<file path="config.mk">
export PLATFORM = sky130hd
export DESIGN_NAME = ysyx_23060025_ifu_flat
export DESIGN_NICKNAME = d
export VERILOG_FILES = /design/src/rtl/ysyx_23060025_ifu_pkg.sv /design/src/rtl/ysyx_23060025_ifu_if.sv /design/src/rtl/ysyx_23060025_pipe_reg.sv /design/src/rtl/ysyx_23060025_ifu.sv /design/src/flat_wrapper.sv
export SDC_FILE = /design/constraint.sdc
export NUM_CORES = 1
export LEC_CHECK = 0
export ABC_AREA = 1
export CAP_MARGIN = 0
export CORE_MARGIN = 2
export CORE_UTILIZATION = 47
export DETAILED_ROUTE_END_ITERATION = 8
export PLACE_DENSITY_LB_ADDON = 0.12
export SLEW_MARGIN = 15
export SYNTH_ARGS = -nofsm -noshare
export SYNTH_HDL_FRONTEND = slang
export SYNTH_SLANG_ARGS = --single-unit
</file>
<file path="constraint.sdc">
create_clock -name clock -period 1.6 [get_ports clock]
set_clock_uncertainty 0.05 [all_clocks]
set_input_delay 0.24 -clock clock [delete_from_list [all_inputs] [get_ports clock]]
set_output_delay 0.24 -clock clock [all_outputs]
set_load 0.02 [all_outputs]
</file>
<file path="src/rtl/ysyx_23060025_ifu_pkg.sv">
// Shared constants and state encoding for the instruction fetch unit.
package ysyx_23060025_ifu_pkg;

  localparam int unsigned IFU_ADDR_WIDTH = 32;
  localparam int unsigned IFU_INST_WIDTH = 32;
  localparam logic [31:0] IFU_RESET_PC   = 32'h3000_0000;

  typedef enum logic [1:0] {
    IFU_IDLE,
    IFU_FETCH,
    IFU_FENCE
  } ifu_state_e;

endpackage

</file>
<file path="src/rtl/ysyx_23060025_ifu_if.sv">
// IFU bundle: icache fetch handshake, IDU output handshake and redirect/fence inputs.
interface ysyx_23060025_ifu_if #(
  parameter int unsigned ADDR_WIDTH = 32,
  parameter int unsigned DATA_WIDTH = 32
);
  logic [ADDR_WIDTH-1:0] paddr;
  logic                  psel;
  logic                  pready;
  logic [DATA_WIDTH-1:0] prdata;
  logic                  fence_flag;

  logic [DATA_WIDTH-1:0] inst;
  logic [ADDR_WIDTH-1:0] pc;
  logic                  valid;
  logic                  ready;

  logic                  redirect_valid;
  logic [ADDR_WIDTH-1:0] redirect_pc;
  logic                  fence_req;

  modport master (
    output paddr, psel, fence_flag, inst, pc, valid,
    input  pready, prdata, ready, redirect_valid, redirect_pc, fence_req
  );

  modport slave (
    input  paddr, psel, fence_flag, inst, pc, valid,
    output pready, prdata, ready, redirect_valid, redirect_pc, fence_req
  );
endinterface

</file>
<file path="src/rtl/ysyx_23060025_pipe_reg.sv">
// One-entry valid/ready holding register with flush; flush wins over enqueue and dequeue.
module ysyx_23060025_pipe_reg #(
  parameter int unsigned WIDTH = 64
) (
  input  logic             clock,
  input  logic             reset,
  input  logic             flush,
  input  logic             enq_valid,
  output logic             enq_ready,
  input  logic [WIDTH-1:0] enq_data,
  output logic             deq_valid,
  input  logic             deq_ready,
  output logic [WIDTH-1:0] deq_data
);

  logic             full;
  logic [WIDTH-1:0] store;

  assign enq_ready = !full || deq_ready;
  assign deq_valid = full;
  assign deq_data  = store;

  always_ff @(posedge clock) begin
    if (reset) begin
      full  <= 1'b0;
      store <= '0;
    end else begin
      if (flush)          full <= 1'b0;
      else if (enq_valid) full <= 1'b1;
      else if (deq_ready) full <= 1'b0;
      if (enq_valid && !flush) store <= enq_data;
    end
  end

endmodule

</file>
<file path="src/rtl/ysyx_23060025_ifu.sv">
// Instruction fetch unit: owns the PC, issues one icache fetch at a time,
// buffers the result for IDU, squashes wrong-path fetches and sequences fence.i.
module ysyx_23060025_ifu
  import ysyx_23060025_ifu_pkg::*;
#(
  parameter int unsigned           ADDR_WIDTH = IFU_ADDR_WIDTH,
  parameter int unsigned           DATA_WIDTH = IFU_INST_WIDTH,
  parameter logic [ADDR_WIDTH-1:0] RESET_PC   = IFU_RESET_PC
) (
  input logic                 clock,
  input logic                 reset,
  ysyx_23060025_ifu_if.master bus
);

  ifu_state_e state, state_next;

  logic [ADDR_WIDTH-1:0] pc;
  logic [ADDR_WIDTH-1:0] fetch_addr;
  logic                  kill;
  logic                  fence_pending;

  logic launch;
  logic resp;
  logic resp_keep;
  logic buf_space;
  logic [ADDR_WIDTH+DATA_WIDTH-1:0] buf_data;

  assign resp      = (state == IFU_FETCH) && bus.pready;
  // A response is dropped if its fetch was killed earlier or a redirect lands on it.
  assign resp_keep = resp && !kill && !bus.redirect_valid;

  always_ff @(posedge clock) begin
    if (reset) state <= IFU_IDLE;
    else       state <= state_next;
  end

  always_comb begin
    state_next = state;
    launch     = 1'b0;
    unique case (state)
      IFU_IDLE: begin
        if (fence_pending || bus.fence_req) begin
          state_next = IFU_FENCE;
        end else if (buf_space && !bus.redirect_valid) begin
          state_next = IFU_FETCH;
          launch     = 1'b1;
        end
      end
      IFU_FETCH: if (bus.pready) state_next = IFU_IDLE;
      IFU_FENCE: state_next = IFU_IDLE;
      default:   state_next = IFU_IDLE;
    endcase
  end

  always_comb begin
    bus.psel       = 1'b0;
    bus.fence_flag = 1'b0;
    unique case (state)
      IFU_FETCH: bus.psel       = !bus.pready;
      IFU_FENCE: bus.fence_flag = 1'b1;
      default: ;
    endcase
  end

  always_ff @(posedge clock) begin
    if (reset) begin
      pc            <= RESET_PC;
      fetch_addr    <= '0;
      kill          <= 1'b0;
      fence_pending <= 1'b0;
    end else begin
      if (launch) fetch_addr <= pc;

      if (bus.redirect_valid) pc <= {bus.redirect_pc[ADDR_WIDTH-1:2], 2'b00};
      else if (resp_keep)     pc <= fetch_addr + ADDR_WIDTH'(4);

      if (resp)                                           kill <= 1'b0;
      else if (state == IFU_FETCH && bus.redirect_valid)  kill <= 1'b1;

      if (bus.fence_req)             fence_pending <= 1'b1;
      else if (state == IFU_FENCE)   fence_pending <= 1'b0;
    end
  end

  assign bus.paddr = fetch_addr;

  ysyx_23060025_pipe_reg #(
    .WIDTH(ADDR_WIDTH + DATA_WIDTH)
  ) u_out_buf (
    .clock    (clock),
    .reset    (reset),
    .flush    (bus.redirect_valid),
    .enq_valid(resp_keep),
    .enq_ready(buf_space),
    .enq_data ({fetch_addr, bus.prdata}),
    .deq_valid(bus.valid),
    .deq_ready(bus.ready),
    .deq_data (buf_data)
  );

  assign {bus.pc, bus.inst} = buf_data;

endmodule
</file>
<file path="src/flat_wrapper.sv">
// flat-port wrapper written by rule: the top's interface ports become plain ports
module ysyx_23060025_ifu_flat import ysyx_23060025_ifu_pkg::*;
#(
  parameter int unsigned           ADDR_WIDTH = IFU_ADDR_WIDTH,
  parameter int unsigned           DATA_WIDTH = IFU_INST_WIDTH,
  parameter logic [ADDR_WIDTH-1:0] RESET_PC   = IFU_RESET_PC
)
  (clock, reset, bus_paddr, bus_psel, bus_fence_flag, bus_inst, bus_pc, bus_valid, bus_pready, bus_prdata, bus_ready, bus_redirect_valid, bus_redirect_pc, bus_fence_req);
  ysyx_23060025_ifu_if #(.ADDR_WIDTH(ADDR_WIDTH), .DATA_WIDTH(DATA_WIDTH)) bus_i ();
  input logic clock;
  input logic reset;
  output wire logic [$bits(bus_i.paddr)-1:0] bus_paddr;
  output wire logic [$bits(bus_i.psel)-1:0] bus_psel;
  output wire logic [$bits(bus_i.fence_flag)-1:0] bus_fence_flag;
  output wire logic [$bits(bus_i.inst)-1:0] bus_inst;
  output wire logic [$bits(bus_i.pc)-1:0] bus_pc;
  output wire logic [$bits(bus_i.valid)-1:0] bus_valid;
  input wire logic [$bits(bus_i.pready)-1:0] bus_pready;
  input wire logic [$bits(bus_i.prdata)-1:0] bus_prdata;
  input wire logic [$bits(bus_i.ready)-1:0] bus_ready;
  input wire logic [$bits(bus_i.redirect_valid)-1:0] bus_redirect_valid;
  input wire logic [$bits(bus_i.redirect_pc)-1:0] bus_redirect_pc;
  input wire logic [$bits(bus_i.fence_req)-1:0] bus_fence_req;
  assign bus_paddr = bus_i.paddr;
  assign bus_psel = bus_i.psel;
  assign bus_fence_flag = bus_i.fence_flag;
  assign bus_inst = bus_i.inst;
  assign bus_pc = bus_i.pc;
  assign bus_valid = bus_i.valid;
  assign bus_i.pready = bus_pready;
  assign bus_i.prdata = bus_prdata;
  assign bus_i.ready = bus_ready;
  assign bus_i.redirect_valid = bus_redirect_valid;
  assign bus_i.redirect_pc = bus_redirect_pc;
  assign bus_i.fence_req = bus_fence_req;
  ysyx_23060025_ifu #(.ADDR_WIDTH(ADDR_WIDTH), .DATA_WIDTH(DATA_WIDTH), .RESET_PC(RESET_PC)) u_core (.clock(clock), .reset(reset), .bus(bus_i));
endmodule
</file>
* Word level (Yosys, flattened, before mapping) *
Cells that the tools add are included.

storage, ports and cells
  register bits after elaboration = 133
  input port bits = 70
  output and inout bits = 99
  logic and storage cells = 47

operators by class
  add/sub/neg operators = 1
  eq/ne operators = 4
  multiplexer cells = 15
  reductions and logical operators = 19

operators by type and width
  kind                                                 count
  two-way mux 32 bit                                   2
  adder 32 x 3 -> 32 bit, second input constant        1
  two-way mux 1 bit                                    9
  logical AND 1 bit                                    6
  two-way mux 2 bit                                    3
  nonzero test 2 bit                                   3
  logical NOT 1 bit                                    4
  case mux 2 bit (2 select lines)                      1
  OR reduction 2 bit                                   2
  != test 3 x 1 -> 1 bit, second input constant        1
  equality test 2 x 1 -> 1 bit, second input constant  1
  equality test 2 bit, second input constant           1
  logical NOT 2 bit                                    1
  logical OR 1 bit                                     2
  != test 2 bit, second input constant                 1
  AND reduction 2 bit                                  1

* Logic depth before layout (Yosys ltp) *
  depth in word-level cells = 6
  gate-level depth with buffers = 10
  depth with buffers taken out = 10

* Cells and area by module *
Synthesis repeated with hierarchy kept, for this count alone.

unflattened totals
  cells, all modules = 969
  area, all modules = 6299.8 µm²

by module, submodules not included
  module                  instances  cells each  area each (µm²)  sequential area each (µm²)
  ysyx_23060025_ifu       1          549         3470.8           1361.3
  ysyx_23060025_pipe_reg  1          420         2829.0           1301.2

* Worst setup path before layout *
No wires, ideal clock.

  path type = reg-to-reg
  start = register u_core.fetch_addr[3] (netlist: u_core.bus.paddr[3])
  end = register u_core.pc[26]
  setup time = 0.117 ns
  arrival time = 1.429 ns
  data required time = 1.433 ns
  path slack = 0.004 ns
  cell stages (with the launch flop) = 11
  buffers on the path = 0
  clock period less this slack = 1.596 ns
  path through = dfxtp_1 ha_1 nand2_1 nor2_4 inv_2 nor2_4 nand3_1 nand2_1 nand2_1 nor2_1 nor2_1

on the way
  longest elaborated chain between the ends = 3

RTL lines
  element                 RTL line                 text
  start, declared         ysyx_23060025_ifu.sv:18  logic [ADDR_WIDTH-1:0] fetch_addr;
  start signal, assigned  ysyx_23060025_ifu.sv:72  if (launch) fetch_addr <= pc;
  adder 32 x 3 -> 32 bit  ysyx_23060025_ifu.sv:75  else if (resp_keep) pc <= fetch_addr + ADDR_WIDTH'(4);
  two-way mux 32 bit      ysyx_23060025_ifu.sv:75
  two-way mux 32 bit      ysyx_23060025_ifu.sv:74  if (bus.redirect_valid) pc <= {bus.redirect_pc[ADDR_WIDTH-1:2], 2'b00};
  end signal, assigned    ysyx_23060025_ifu.sv:74
  end signal, assigned    ysyx_23060025_ifu.sv:75
  end, declared           ysyx_23060025_ifu.sv:17  logic [ADDR_WIDTH-1:0] pc;

Every way passes these cells. The select of a mux whose other input is x is not followed.
A chain may end at the register's enable or synchronous reset.

* Final worst setup path *
  start = register u_core.fetch_addr[2] (netlist: u_core.bus.paddr[2])
  end = register u_core.pc[16]

Same word-level chain as after synthesis.

==> metrics.txt <==
Global Route met1 Usage 35.7%; Die Area 13100 um^2; maximum clock insertion buffer count 2; row cnt 40; CTS Buf Count 17; grt peak-use layer met2; Critical Path AT 1800 ps; worst IR drop on VDD 0.502 mV; Synth Instances around 820; synthesized flop and latch total 133; cell area after synthesis 5730 um^2; Distinct cells, synth 33; Startpoint Class flop; fmax between 0.6 and 0.7 GHz; worst path required time approximately 1800 ps; Yosys warnings 0; Clock Power Share 49.0%; Setup CP Type reg2reg; DR pass1 iterations 6; root buffer cell clkbuf_16; Hold Path Class in2reg; initial antenna violation count 0; post-DR wirelength/cell 14.7 um; worst r2r src u_core.bus.paddr[2]; Final min period ~1600 ps; CP Capture Point u_core.pc[16]; Slew @ Worst Pin 345 ps; Syn Nets 889; P_int approximately 0.0068 W; DPL Wire Length 12.3 mm; Fin Setup TNS 0 ps; GP Congestion 0.919; max cap viols 0; Vias 6240; final setup fails 0; count of pins over their slew limit 0; fraction of registers with async set/reset 0%; DRC 0; post-synthesis sequential area ratio 46.5%; Die Width 114 um; Psw approximately 0.0021 W; 1st-iter DRT viols 560; met3 GRT Util 6.35%; Hold-fix buffers, CTS 0; Initial Util 47.9%; Power Total 0.00885 W; hold slack final 241 ps; Pleak 4.02 nW; Final Net Count 1127; global-route wire length before repair 28.3 mm; number of global-route vias before repair 5736; status finished clean; Top Ports between 150 and 200; CP Max Fanout 6; post-synth top area cell dfxtp_1; diode count 0; footprint of the multi-input gates 2680 um^2; Reg area 2680 um^2; largest net degree at the start of global routing 58; Power Dens Cells 1010 nW/um^2; total track usage 27.4%; final hold violation count 0; Flop pwr share 40.1%; clk sinks approximately 130; area of the core 12000 um^2; # fillers around 990; worst reg-to-reg setup slack 40 ps; Sw Ratio 23.6%; synth top area cells dfxtp_1 (46%), nand2_1 (15%), a21oi_1 (7.8%); final clock period utilization by the worst path 97.4%; ys flop type dfxtp_1; cells on worst reg2reg path 8; reg2reg end u_core.pc[16]; share of cells above drive strength 1 16.9%; Critical Path End Type flop; CP Launch Point u_core.bus.paddr[2]; EDFF count, synth 0; Port-buffer cells 166; CTS tree yes; H-tree lvl count 4; unrepaired setup endpoints after global routing true; vias per cell about 5.1; max-slew headroom at the worst pin between 70 and 80%; area grow syn2layout 53.6%; worst skew pair latency 420 ps; Die Y between 100 and 150 um; gr ovfl total 0; Clock transition at path regs 60 ps; aggregate routed wire length 17.9 mm; syn_area_per_cell 7.00 um^2; post-route ant nets 0; met2 Use GR 43.9%; Yosys top cell area share 46.5%; Comb power frac 11.0%
## worst min-delay path by stage
| stage | slack [ps] | cells past startpoint | startpoint | end |
|---|---|---|---|---|
| after floorplan | 320 | 2 | bus_redirect_pc[29] | u_core.pc[29] |
| after global placement | 390 | 2 | u_core.pc[28] | u_core.bus.paddr[28] |
| after detailed placement | 390 | 2 | u_core.pc[3] | u_core.bus.paddr[3] |
| after CTS | 240 | 3 | reset | u_core.state[0] |
| after global routing | 250 | 3 | reset | u_core.state[0] |
| final | 240 | 3 | reset | u_core.state[0] |
## final cells by class
type | instances | share of cell area [%]
clock buffer | 21 | 5.23
multi-input combinational | 569 | 30.4
clock inverter | 11 | 2.23
inverter | 74 | 3.24
sequential | 133 | 30.4
tap | 147 | 2.09
timing repair buffer | 261 | 26.3
## sequential cells by signal, indices dropped and copies added, names as in the netlist
signal                      cells
u_core.u_out_buf.deq_valid      1
u_core.u_out_buf.deq_data      64
u_core.pc                      32
u_core.bus.paddr               32
u_core.kill                     1
u_core.state                    2
u_core.fence_pending            1
## synthesized netlist by cell type (2+ instances only)
cell,number
clkbuf_1,16
nand3_1,45
or2_2,2
nor2_1,92
dfxtp_1,133
nor2_4,5
o211ai_1,2
buf_2,18
nor3_1,3
clkinv_1,2
a21oi_1,89
nand3_2,2
o22ai_1,2
inv_1,67
o21ai_0,70
nand2_1,222
nor2_2,8
nand3b_1,2
inv_2,4
a31oi_1,9
nand4_1,5
buf_4,4
o21ai_1,4
buf_6,3
## layout by cell type, fill, tap and decap left out, drive strengths merged, types with 5 or more instances in the layout
master,n
a21oi,89
a31oi,9
buf,98
bufinv,5
clkbuf,25
clkdlybuf4s50,66
dfxtp,133
dlygate4sd2,92
inv,74
nand2,223
nand3,47
nand4,6
nor2,105
o21ai,74
## stage by stage
stage | setup WS, ps | instance area, um^2 | util, % | instances
floorplan | 4.22 | 5730 | - | 818
finish | 42.4 | 8800 | 73.6 | 1216
global route | -52.4 | 8800 | 73.6 | 1216
CTS | -5.02 | 8690 | 72.6 | 1212
detailed placement | -296 | 8120 | 67.9 | 1179
global placement | -251 | 8120 | 67.9 | 1179
## metal layers
metal / part of all wire (%) / vias up
li1: - / 3117
met3: 6.4 / 32
met1: 44 / 2842
met5: 0 / -
met4: 2.5 / 0
met2: 47 / 249
## kinds of logic after synthesis
logic type	Yosys count	share of synthesized area (%)
AO/OA/AOI/OAI	180	16.3
adder cells (fa/ha/maj)	1	0.218
AND/OR/NAND/NOR	388	28.3
flip-flops	133	46.5
buffers and inverters	116	8.70
## worst max-delay path: stages, from the launching register on
cell and delay (ps):
dfxtp_4 370, ha_4 150, nand2_4 70, nor2_4 140
inv_2 70, nor2_4 230, nand3b_1 180, nand3_2 120
a21oi_1 60
## timing repair
item,CTS,global route
setup endpoints to repair,107,81
buffers inserted,1,4
gates resized for setup,111,43
pin swaps,3,7
## power by group through the flow
stage,Clock [W],Combinational [W],Sequential [W]
after floorplan,0,0.000341,0.00370
after global routing,0.00453,0.00105,0.00356
after CTS,0.00436,0.000964,0.00354
after detailed placement,0,0.00100,0.00361
after global placement,0,0.000998,0.00361
final,0.00434,0.000969,0.00354
(Power assumes the default switching activity.)
